`config.mk`:
```
export PLATFORM = sky130hd
export DESIGN_NAME = ft_recovery_seq
export DESIGN_NICKNAME = d
export VERILOG_FILES = /design/src/rtl/ft_pkg.sv /design/src/rtl/ft_recovery_seq.sv
export SDC_FILE = /design/constraint.sdc
export NUM_CORES = 1
export LEC_CHECK = 0
export CELL_PAD_IN_SITES_DETAIL_PLACEMENT = 2
export CELL_PAD_IN_SITES_GLOBAL_PLACEMENT = 2
export CORE_MARGIN = 2
export CORE_UTILIZATION = 14
export DETAILED_ROUTE_END_ITERATION = 12
export PLACE_DENSITY = 0.95
export SYNTH_ARGS = -nofsm -noshare
export SYNTH_HDL_FRONTEND = slang
export SYNTH_SLANG_ARGS = --single-unit
```
`constraint.sdc`:
```
create_clock -name clk_i -period 3.05 [get_ports clk_i]
set_clock_uncertainty 0.05 [all_clocks]
set_input_delay 0.61 -clock clk_i [delete_from_list [all_inputs] [get_ports clk_i]]
set_output_delay 0.61 -clock clk_i [all_outputs]
set_load 0.005 [all_outputs]
```
`src/rtl/ft_pkg.sv`:
```
// Shared definitions for the lockstep fault-tolerance blocks (sequencer, shadow GPR/PC, comparator).
// Latency: n/a (types and default widths only).
// Backpressure: n/a.
package ft_pkg;

   localparam int unsigned FT_ADDR_WIDTH   = 5;
   localparam int unsigned FT_DATA_WIDTH   = 32;
   localparam int unsigned FT_NUM_REGS     = 32;
   localparam int unsigned FT_HALT_TIMEOUT = 16;
   localparam int unsigned FT_ERR_THRESH   = 3;
   localparam int unsigned FT_CNT_WIDTH    = 4;

   typedef enum logic [2:0] {
      ST_IDLE   = 3'd0,
      ST_HALT   = 3'd1,
      ST_COPY   = 3'd2,
      ST_PC     = 3'd3,
      ST_RESUME = 3'd4,
      ST_FAULT  = 3'd5
   } ft_seq_state_e;

   // States in which both cores must be held halted.
   function automatic logic ft_state_halts(input ft_seq_state_e s);
      return (s == ST_HALT) || (s == ST_COPY) || (s == ST_PC) || (s == ST_FAULT);
   endfunction

endpackage

```
`src/rtl/ft_recovery_seq.sv`:
```
// Purpose: lockstep recovery sequencer; gates shadow commits, halts cores on mismatch,
//          replays the shadow GPRs and PC, then resumes; flags a sticky permanent fault.
// Latency: error edge N -> halt_o from N+1; resume_o 35 cycles later with immediate acks/ready.
// Backpressure: rf_ready_i low in COPY stalls the restore stream (addr/data held), +1 cycle each.
// Ports: clk_i/rst_n; error_i, halted_{a,b}_i in; halt_o, resume_o, we_sgpr_o, we_spc_o;
//        sgpr_raddr_o/sgpr_rdata_i, spc_i; rf_valid_o/rf_ready_i/rf_waddr_o/rf_wdata_o;
//        pc_we_o/pc_o; busy_o, fault_o, err_cnt_o.
// Optional: `define FT_ERR_CNT_EN enables the recovery counter and error-rate fault.
module ft_recovery_seq
   import ft_pkg::*;
#(
   parameter int unsigned ADDR_WIDTH   = FT_ADDR_WIDTH,
   parameter int unsigned DATA_WIDTH   = FT_DATA_WIDTH,
   parameter int unsigned NUM_REGS     = FT_NUM_REGS,
   parameter int unsigned HALT_TIMEOUT = FT_HALT_TIMEOUT,
   parameter int unsigned ERR_THRESH   = FT_ERR_THRESH,
   parameter int unsigned CNT_WIDTH    = FT_CNT_WIDTH
) (
   input  logic                  clk_i,
   input  logic                  rst_n,
   input  logic                  error_i,
   input  logic                  halted_a_i,
   input  logic                  halted_b_i,
   output logic                  halt_o,
   output logic                  resume_o,
   output logic                  we_sgpr_o,
   output logic                  we_spc_o,
   output logic [ADDR_WIDTH-1:0] sgpr_raddr_o,
   input  logic [DATA_WIDTH-1:0] sgpr_rdata_i,
   input  logic [DATA_WIDTH-1:0] spc_i,
   output logic                  rf_valid_o,
   input  logic                  rf_ready_i,
   output logic [ADDR_WIDTH-1:0] rf_waddr_o,
   output logic [DATA_WIDTH-1:0] rf_wdata_o,
   output logic                  pc_we_o,
   output logic [DATA_WIDTH-1:0] pc_o,
   output logic                  busy_o,
   output logic                  fault_o,
   output logic [CNT_WIDTH-1:0]  err_cnt_o
);

   localparam int unsigned           TMO_W     = $clog2(HALT_TIMEOUT + 1);
   localparam logic [TMO_W-1:0]      TMO_LAST  = TMO_W'(HALT_TIMEOUT - 1);
   localparam logic [ADDR_WIDTH-1:0] ADDR_LAST = ADDR_WIDTH'(NUM_REGS - 1);

   ft_seq_state_e         state_q, state_d;
   logic [ADDR_WIDTH-1:0] addr_q, addr_d;
   logic [TMO_W-1:0]      tmo_q, tmo_d;
   logic                  thresh_hit;

   logic halt_q, resume_q, rf_valid_q, pc_we_q, busy_q, fault_q;

   always_comb begin
      state_d = state_q;
      addr_d  = addr_q;
      tmo_d   = tmo_q;
      case (state_q)
         ST_IDLE: begin
            if (error_i) begin
               if (thresh_hit) begin
                  state_d = ST_FAULT;
               end else begin
                  state_d = ST_HALT;
                  tmo_d   = '0;
               end
            end
         end
         ST_HALT: begin
            // Acks in the final HALT cycle win over the timeout.
            if (halted_a_i && halted_b_i) begin
               state_d = ST_COPY;
               addr_d  = '0;
            end else if (tmo_q == TMO_LAST) begin
               state_d = ST_FAULT;
            end else begin
               tmo_d = tmo_q + 1'b1;
            end
         end
         ST_COPY: begin
            if (rf_ready_i) begin
               if (addr_q == ADDR_LAST) begin
                  state_d = ST_PC;
               end else begin
                  addr_d = addr_q + 1'b1;
               end
            end
         end
         ST_PC:     state_d = ST_RESUME;
         ST_RESUME: state_d = ST_IDLE;
         ST_FAULT:  state_d = ST_FAULT;
         default:   state_d = ST_IDLE;
      endcase
   end

   // Outputs are registered from the next state so they line up with state_q.
   always_ff @(posedge clk_i or negedge rst_n) begin
      if (!rst_n) begin
         state_q    <= ST_IDLE;
         addr_q     <= '0;
         tmo_q      <= '0;
         halt_q     <= 1'b0;
         resume_q   <= 1'b0;
         rf_valid_q <= 1'b0;
         pc_we_q    <= 1'b0;
         busy_q     <= 1'b0;
         fault_q    <= 1'b0;
      end else begin
         state_q    <= state_d;
         addr_q     <= addr_d;
         tmo_q      <= tmo_d;
         halt_q     <= ft_state_halts(state_d);
         resume_q   <= (state_d == ST_RESUME);
         rf_valid_q <= (state_d == ST_COPY);
         pc_we_q    <= (state_d == ST_PC);
         busy_q     <= (state_d != ST_IDLE);
         fault_q    <= (state_d == ST_FAULT);
      end
   end

`ifdef FT_ERR_CNT_EN
   logic [CNT_WIDTH-1:0] err_cnt_q, err_cnt_d;

   always_comb begin
      err_cnt_d = err_cnt_q;
      if ((state_q == ST_IDLE) && (state_d == ST_HALT) && (err_cnt_q != '1)) begin
         err_cnt_d = err_cnt_q + 1'b1;
      end
   end

   always_ff @(posedge clk_i or negedge rst_n) begin
      if (!rst_n) begin
         err_cnt_q <= '0;
      end else begin
         err_cnt_q <= err_cnt_d;
      end
   end

   assign thresh_hit = (32'(err_cnt_q) >= ERR_THRESH);
   assign err_cnt_o  = err_cnt_q;
`else
   logic unused_thresh;
   assign unused_thresh = ^ERR_THRESH;
   assign thresh_hit    = 1'b0;
   assign err_cnt_o     = '0;
`endif

   // A write that coincides with a mismatch must never reach the shadow copy.
   assign we_sgpr_o    = (state_q == ST_IDLE) && !error_i;
   assign we_spc_o     = (state_q == ST_IDLE) && !error_i;

   assign sgpr_raddr_o = addr_q;
   assign rf_valid_o   = rf_valid_q;
   assign rf_waddr_o   = rf_valid_q ? addr_q : '0;
   assign rf_wdata_o   = rf_valid_q ? sgpr_rdata_i : '0;
   assign pc_we_o      = pc_we_q;
   assign pc_o         = pc_we_q ? spc_i : '0;
   assign halt_o       = halt_q;
   assign resume_o     = resume_q;
   assign busy_o       = busy_q;
   assign fault_o      = fault_q;

endmodule

```
# == Yosys cells after proc, flatten, opt, wreduce, memory -nomap -nowiden ==
# Index checks and enable logic that the tools add are counted.
# op_classes
addsub,2
mux,17
n_eq_ne,17
n_reduce_logical,12
# op_table
operator,count
32-bit 2-to-1 mux,2
5-bit 2-to-1 mux,7
5-bit case mux with 2 select lines,2
3-bit 2-to-1 mux,5
3-bit case mux with 5 select lines,1
3-bit by 2-bit == test with 1-bit output (second input constant),4
2-bit inequality test (second input constant),6
5-bit by 1-bit adder with 5-bit output (second input constant),2
3-bit == test (second input constant),3
4-bit AND reduction,2
3-bit by 1-bit == test with 1-bit output (second input constant),2
5-bit by 4-bit == test with 1-bit output (second input constant),1
5-bit == test (second input constant),1
2-bit nonzero test,2
3-bit logical NOT,1
1-bit logical OR,3
3-bit nonzero test,1
1-bit logical AND,2
1-bit logical NOT,1
# word_totals
register_bits,19
out_inout_bits,86

# == Longest topological paths before layout ==
# Gate-level depths: netlist of run 1.
# logic_depth
depth_word,8
mapped_depth,7

# == Least setup slack after synthesis of run 1 ==
# No wires, ideal clock.
# synth_path
kind,register -> register
from,register tmo_q[0]
to,register tmo_q[3]
t_required_ns,2.923
stages_incl_launch_ff,8
path_buffers,0
arrival_ns,1.828
setup_time_ns,0.077
slack_ns,1.094
cell_sequence,dfrtp_1 > ha_1 > and3_1 > ha_1 > and2b_1 > o21ai_2 > or4_1 > a21oi_1
# synth_between
elab_chain_len,4
word_cells_on_any_way,7
classes_between,add/sub: 1; eq/ne: 2; mux: 3; reduce/logical: 1
# synth_rtl
item,line,rtl
"start, declared",ft_recovery_seq.sv:48,"logic [TMO_W-1:0] tmo_q, tmo_d;"
"start signal, assigned",ft_recovery_seq.sv:110,tmo_q <= tmo_d;
5-bit by 1-bit adder with 5-bit output,ft_recovery_seq.sv:76,tmo_d = tmo_q + 1'b1;
5-bit 2-to-1 mux,ft_recovery_seq.sv:73,end else if (tmo_q == TMO_LAST) begin
5-bit 2-to-1 mux,ft_recovery_seq.sv:70,if (halted_a_i && halted_b_i) begin
5-bit case mux with 2 select lines,ft_recovery_seq.sv:57,case (state_q)
# Parallel ways exist; a longest one is shown, timed or not. The select of a mux whose other input is x is not followed.
# A chain may end at the register's enable or synchronous reset.

# == Worst setup path after layout of run 1 ==
# layout_path
from,input error_i
to,output we_spc_o
# layout_between
elab_chain_len,2
# layout_rtl
item,line,rtl
"start, declared",ft_recovery_seq.sv:21,"input logic error_i,"
1-bit logical NOT,ft_recovery_seq.sv:149,assign we_spc_o = (state_q == ST_IDLE) && !error_i;
1-bit logical AND,ft_recovery_seq.sv:149,
"end, declared",ft_recovery_seq.sv:27,"output logic we_spc_o,"
# No other way between the ends.

==> flow_metrics.env, run 1 <==
export IMPL_slew_violations=0
export IMPL_drt_pass1_iterations=4
export IMPL_hpwl_mm=6.11
export IMPL_setup_viol=0
export IMPL_synth_warnings=0
export IMPL_cts_root_buf="clkbuf_8"
export IMPL_fmax_mhz=391
export IMPL_grt_overflow_total=0
export IMPL_rows=36
export IMPL_worst_slack_ns=0.496
export IMPL_post_cts_buffers=0
export IMPL_syn2layout_area_growth_pct=117
export IMPL_finalHoldViolations=0
export IMPL_seq_area_frac_synth=0.332
export IMPL_placed_area_mm2=0.00306
export IMPL_fillCellCount=1094
export IMPL_drc=0
export IMPL_max_cap_viol_count=0
export IMPL_clk_path_buf_depth=2
export IMPL_cts_tree="built"
export IMPL_drt_total_wl_mm=7.09
export IMPL_globalplace_congestion=0.723
export IMPL_grt_max_degree=39
export IMPL_antenna_found_initial=0
export IMPL_nNetsFinal=396
export IMPL_grt_pass1_vias=1993
export IMPL_clk_pin_slew_ns=0.07
export IMPL_layout_drive_gt1_share=0.0218
export IMPL_min_path_type="flip-flop to flip-flop"
export IMPL_post_drt_wl_per_cell_um=15.6
export IMPL_relSlewSlack=0.415
export IMPL_vias=1799
export IMPL_p_per_area_mw_per_mm2=465
export IMPL_finalInstanceArea_mm2=0.00310
export IMPL_worstSetupPathType="input pin to primary output"
export IMPL_post_cts_resized=0
export IMPL_portBuffers=151
export IMPL_cp_start_kind="input pin"
export IMPL_dieArea_mm2=0.0111
export IMPL_rsz0062_at_grt="no"
export IMPL_start_util=0.145
export IMPL_end_kind="primary output"
export IMPL_p_leak_nw=1.24
export IMPL_track_usage=0.125
export IMPL_initialDrtViolationCount=32
export IMPL_avgSynthCellArea_um2=8.19
export IMPL_worst_pin_slew_ns=0.875
export IMPL_n_antenna_cell=0
export IMPL_period_needed_ns=2.55
export IMPL_finalSetupTns_ns=0
export IMPL_ys_ff_latch=19
export IMPL_status="finished clean"
export IMPL_worstPathArrival_ns=1.89
export IMPL_path_max_fanout=4
export IMPL_ios=156
export IMPL_vias_per_cell=3.96
export IMPL_core_area_mm2=0.00986
export IMPL_clkLatencyLatePin_ns=0.26
export IMPL_peakVddDrop_mv=0.309
export IMPL_die_height_um=105
export IMPL_cts_sinks=19
export IMPL_cts_buffers=3
export IMPL_netlist_instances=175
export IMPL_synthDistinctLibCells=32
export IMPL_grt_pass1_wl_mm=11.1
export IMPL_postRouteAntennaNets=0
export IMPL_h_tree_depth=1
export IMPL_synth_area_mm2=0.00143
export IMPL_pre_cts_ws_ns=0.485
export IMPL_die_x_um=105
export IMPL_timing_final_crit_share=0.837
export IMPL_critical_path_required_ns=2.39
export IMPL_cts_hold_buf=0
-- critical path, stage by stage --
cell and delay, ns:
clkdlybuf4s50_1 0.45, nor4_1 0.26, clkdlybuf4s50_1 0.57
-- routing by layer --
layer	global-route usage	share of wire	wire, µm
met5	0	0	0
met4	0.0200	0.012	85
met3	0.0399	0.070	495
met2	0.241	0.53	3730
met1	0.135	0.39	2780
-- report_power, final --
group / internal [mW] / total, mW / leakage [nW] / switching [mW]
clock network: 0.0929 / 0.180 / 0.0228 / 0.0873
registers: 0.325 / 0.424 / 0.251 / 0.0986
logic: 0.497 / 0.838 / 0.962 / 0.341
-- synth_stat cells --
cell type | number | area share
a21oi_1 | 5 | 0.017
and2_1 | 69 | 0.30
and2b_1 | 1 | 0.0052
and3_1 | 2 | 0.0087
and4bb_1 | 1 | 0.0087
buf_4 | 7 | 0.037
clkbuf_1 | 7 | 0.018
conb_1 | 1 | 0.0026
dfrtp_1 | 19 | 0.33
ha_1 | 4 | 0.035
inv_1 | 7 | 0.018
mux2i_1 | 3 | 0.021
nand2_1 | 9 | 0.024
nand2b_1 | 3 | 0.013
nand2b_2 | 1 | 0.0061
nand3_1 | 2 | 0.0070
nand3b_1 | 1 | 0.0052
nor2_1 | 8 | 0.021
nor2b_1 | 1 | 0.0044
nor3_1 | 2 | 0.0070
nor4_1 | 2 | 0.0087
o21a_1 | 2 | 0.010
o21ai_0 | 5 | 0.017
o21ai_1 | 1 | 0.0035
o21ai_2 | 1 | 0.0061
o2bb2ai_1 | 2 | 0.012
o31a_1 | 1 | 0.0061
o31ai_1 | 2 | 0.010
or3_1 | 2 | 0.0087
or4_1 | 2 | 0.010
or4b_1 | 1 | 0.0070
xor2_1 | 1 | 0.0061
-- final timing paths --
check / startpoint / endpoint / slack, ns / cells past startpoint
max: error_i / we_spc_o / 0.50 / 3
min: tmo_q[4] / tmo_q[4] / 0.45 / 1
max reg2reg: tmo_q[0] / tmo_q[3] / 0.92 / 7
min reg2reg: tmo_q[4] / tmo_q[4] / 0.45 / 1
max in group asynchronous: rst_n / state_q[2] / 1.62 / 1
min in group asynchronous: rst_n / sgpr_raddr_o[3] / 0.80 / 1
-- placed cells by master, fill, tap and decap left out, drive strengths merged, types with 5 or more instances in the layout --
cell | synthesis | layout
dfrtp | 19 | 19
o21ai | 7 | 7
nor2 | 8 | 8
and2 | 69 | 69
a21oi | 5 | 5
clkdlybuf4s50 | 0 | 151
nand2 | 9 | 9
inv | 7 | 7
-- area by class of cell --
cell class                 instances  area, µm²  area share
tap                              133        166      0.0536
clock buffer                       4       45.0      0.0145
timing repair buffer             153       1530       0.492
multi-input combinational        138        863       0.278
sequential                        19        475       0.153
inverter                           7       26.3     0.00847
-- flip-flops by register name (all words and copies together), names as in the netlist --
| register | flops |
|---|---|
| busy_o | 1 |
| fault_o | 1 |
| halt_o | 1 |
| pc_we_o | 1 |
| resume_o | 1 |
| rf_valid_o | 1 |
| sgpr_raddr_o | 5 |
| state_q | 3 |
| tmo_q | 5 |
-- through the flow --
step	power (mW)	hold WS (ns)	instances	util
floorplan	0.776	0.264	178	-
global placement	1.23	0.425	450	0.310
detailed placement	1.28	0.428	450	0.310
CTS	1.47	0.450	454	0.315
global route	1.57	0.486	454	0.315
finish	1.44	0.447	454	0.315
-- kinds of logic (layout without fill, tap and decap cells) --
| kind of cell | Yosys count | after routing | synth area share |
|---|---|---|---|
| other | 1 | 4 | 0.00262 |
| adder cells (fa/ha/maj) | 4 | 4 | 0.0349 |
| multiplexers | 3 | 3 | 0.0210 |
| AO/OA/AOI/OAI | 19 | 19 | 0.0838 |
| XOR/XNOR | 1 | 1 | 0.00611 |
| AND/OR/NAND/NOR | 107 | 107 | 0.446 |
| buffers and inverters | 21 | 164 | 0.0734 |
| flip-flops | 19 | 19 | 0.332 |
Power figures use the tool's default switching activity.
==> run 2, diff against run 1 <==
--- a/config.mk
+++ b/config.mk
@@ -8,9 +8,9 @@
 export CELL_PAD_IN_SITES_DETAIL_PLACEMENT = 2
 export CELL_PAD_IN_SITES_GLOBAL_PLACEMENT = 2
 export CORE_MARGIN = 2
-export CORE_UTILIZATION = 14
+export CORE_UTILIZATION = 13
 export DETAILED_ROUTE_END_ITERATION = 12
-export PLACE_DENSITY = 0.95
+export PLACE_DENSITY = 0.9
 export SYNTH_ARGS = -nofsm -noshare
 export SYNTH_HDL_FRONTEND = slang
 export SYNTH_SLANG_ARGS = --single-unit
==> constraint.sdc (replaced) <==
create_clock -name clk_i -period 2.66 [get_ports clk_i]
set_clock_uncertainty 0.05 [all_clocks]
set_input_delay 0.532 -clock clk_i [delete_from_list [all_inputs] [get_ports clk_i]]
set_output_delay 0.532 -clock clk_i [all_outputs]
set_load 0.005 [all_outputs]
==> flow_metrics.env, run 2 (same netlist as run 1, synthesis figures left out) <==
export IMPL_hpwl_mm=6.02
export IMPL_grt_pass1_vias=1941
export IMPL_post_cts_buffers=0
export IMPL_antenna_found_initial=0
export IMPL_final_common_cell="clkdlybuf4s50_1"
export IMPL_reg2reg_depth=7
export IMPL_fin_cells=466
export IMPL_vias=1816
export IMPL_fillCellCount=1217
export IMPL_cts_sinks=19
export IMPL_finalHoldViolations=0
export IMPL_status="finished clean"
export IMPL_setup_viol=0
export IMPL_grt_max_degree=39
export IMPL_drt_pass1_iterations=4
export IMPL_grt_pass1_wl_mm=10.8
export IMPL_slew_violations=0
export IMPL_period_needed_ns=2.42
export IMPL_cp_start_kind="input pin"
export IMPL_dieArea_mm2=0.0119
export IMPL_cts_hold_buf=0
export IMPL_p_leak_nw=1.26
export IMPL_p_int_mw=1.07
export IMPL_portBuffers=151
export IMPL_start_util=0.133
export IMPL_p_clk_frac=0.125
export IMPL_vias_per_cell=3.90
export IMPL_n_antenna_cell=0
export IMPL_clk_path_buf_depth=2
export IMPL_finalSetupTns_ns=0
export IMPL_switchingPower_mw=0.609
export IMPL_ios=156
export IMPL_power_switching_share=0.362
export IMPL_postRouteAntennaNets=0
export IMPL_cts_root_buf="clkbuf_8"
export IMPL_max_cap_viol_count=0
export IMPL_path_max_fanout=4
export IMPL_clk_pin_slew_ns=0.07
export IMPL_h_tree_depth=1
export IMPL_critical_path_required_ns=2.08
export IMPL_grt_overflow_total=0
export IMPL_drt_total_wl_mm=7.18
export IMPL_hold_depth=1
export IMPL_rows=38
export IMPL_hold_slack_ns=0.450
export IMPL_initialDrtViolationCount=66
export IMPL_peakVddDrop_mv=0.421
export IMPL_cts_buffers=3
export IMPL_most_common_layout_cells="clkdlybuf4s50_1 (151), and2_1 (69), dfrtp_1 (19)"
export IMPL_clkLatencyLatePin_ns=0.26
export IMPL_globalplace_congestion=0.755
export IMPL_p_seq_frac=0.260
export IMPL_nNetsFinal=401
export IMPL_drc=0
export IMPL_end_kind="primary output"
export IMPL_cts_tree="built"
export IMPL_worstSetupPathType="input pin to primary output"
export IMPL_layout_drive_gt1_share=0.0368
export IMPL_fmax_mhz=413
export IMPL_core_area_mm2=0.0108
export IMPL_die_x_um=109
export IMPL_p_per_area_mw_per_mm2=534
export IMPL_p_total_mw=1.68
export IMPL_syn2layout_area_growth_pct=120
export IMPL_post_drt_wl_per_cell_um=15.4
export IMPL_die_height_um=109
export IMPL_min_path_type="flip-flop to flip-flop"
export IMPL_placed_cells=462
export IMPL_p_comb_frac=0.615
export IMPL_track_usage=0.119
export IMPL_timing_final_crit_share=0.910
export IMPL_worstPathArrival_ns=1.84
export IMPL_rsz0062_at_grt="no"
export IMPL_post_cts_resized=0
==> run 2: cell type report <==
class                   instances  area, µm²  share of cell area
clock buffers                   4       45.0              0.0143
inverters                       7       26.3             0.00834
multi-input cells             138        863               0.274
flip-flops and latches         19        475               0.151
well taps                     140        175              0.0556
repair buffers                158       1560               0.497
==> run 2: power groups by stage <==
stage / Sequential, mW / Combinational, mW / Clock, mW
floorplan: 0.446 / 0.444 / 0
global placement: 0.443 / 1.01 / 0
detailed placement: 0.446 / 1.05 / 0
CTS: 0.443 / 1.06 / 0.218
global route: 0.455 / 1.16 / 0.230
finish: 0.438 / 1.03 / 0.210
==> run 2: worst max-delay path, cell delays in order <==
cell             delay [ns]
clkdlybuf4s50_1        0.46
nor4_1                 0.28
clkdlybuf4s50_1        0.58
==> run 2: worst paths after layout <==
kind	startpoint	end	slack, ns
max	error_i	we_spc_o	0.24
max in group asynchronous	rst_n	state_q[2]	1.78
min	tmo_q[4]	tmo_q[4]	0.45
min in group asynchronous	rst_n	state_q[0]	0.56
max reg2reg	tmo_q[0]	tmo_q[3]	0.52
min reg2reg	tmo_q[4]	tmo_q[4]	0.45
==> run 2: metal layers <==
layer | track usage | routed length (µm) | share of wire
met2 | 0.229 | 3760 | 0.52
met3 | 0.0281 | 667 | 0.093
met5 | 0 | 0 | 0
met4 | 0.0412 | 171 | 0.024
met1 | 0.126 | 2590 | 0.36
==> run 2: metrics by stage <==
| stage | instance area (µm²) | setup slack (ns) | util |
|---|---|---|---|
| 2_1_floorplan | 1440 | 0.704 | - |
| 3_3_place_gp | 3100 | 0.269 | 0.288 |
| 3_5_place_dp | 3100 | 0.244 | 0.288 |
| 4_1_cts | 3150 | 0.224 | 0.292 |
| 5_1_grt | 3150 | 0.150 | 0.292 |
| 6_report | 3150 | 0.239 | 0.292 |
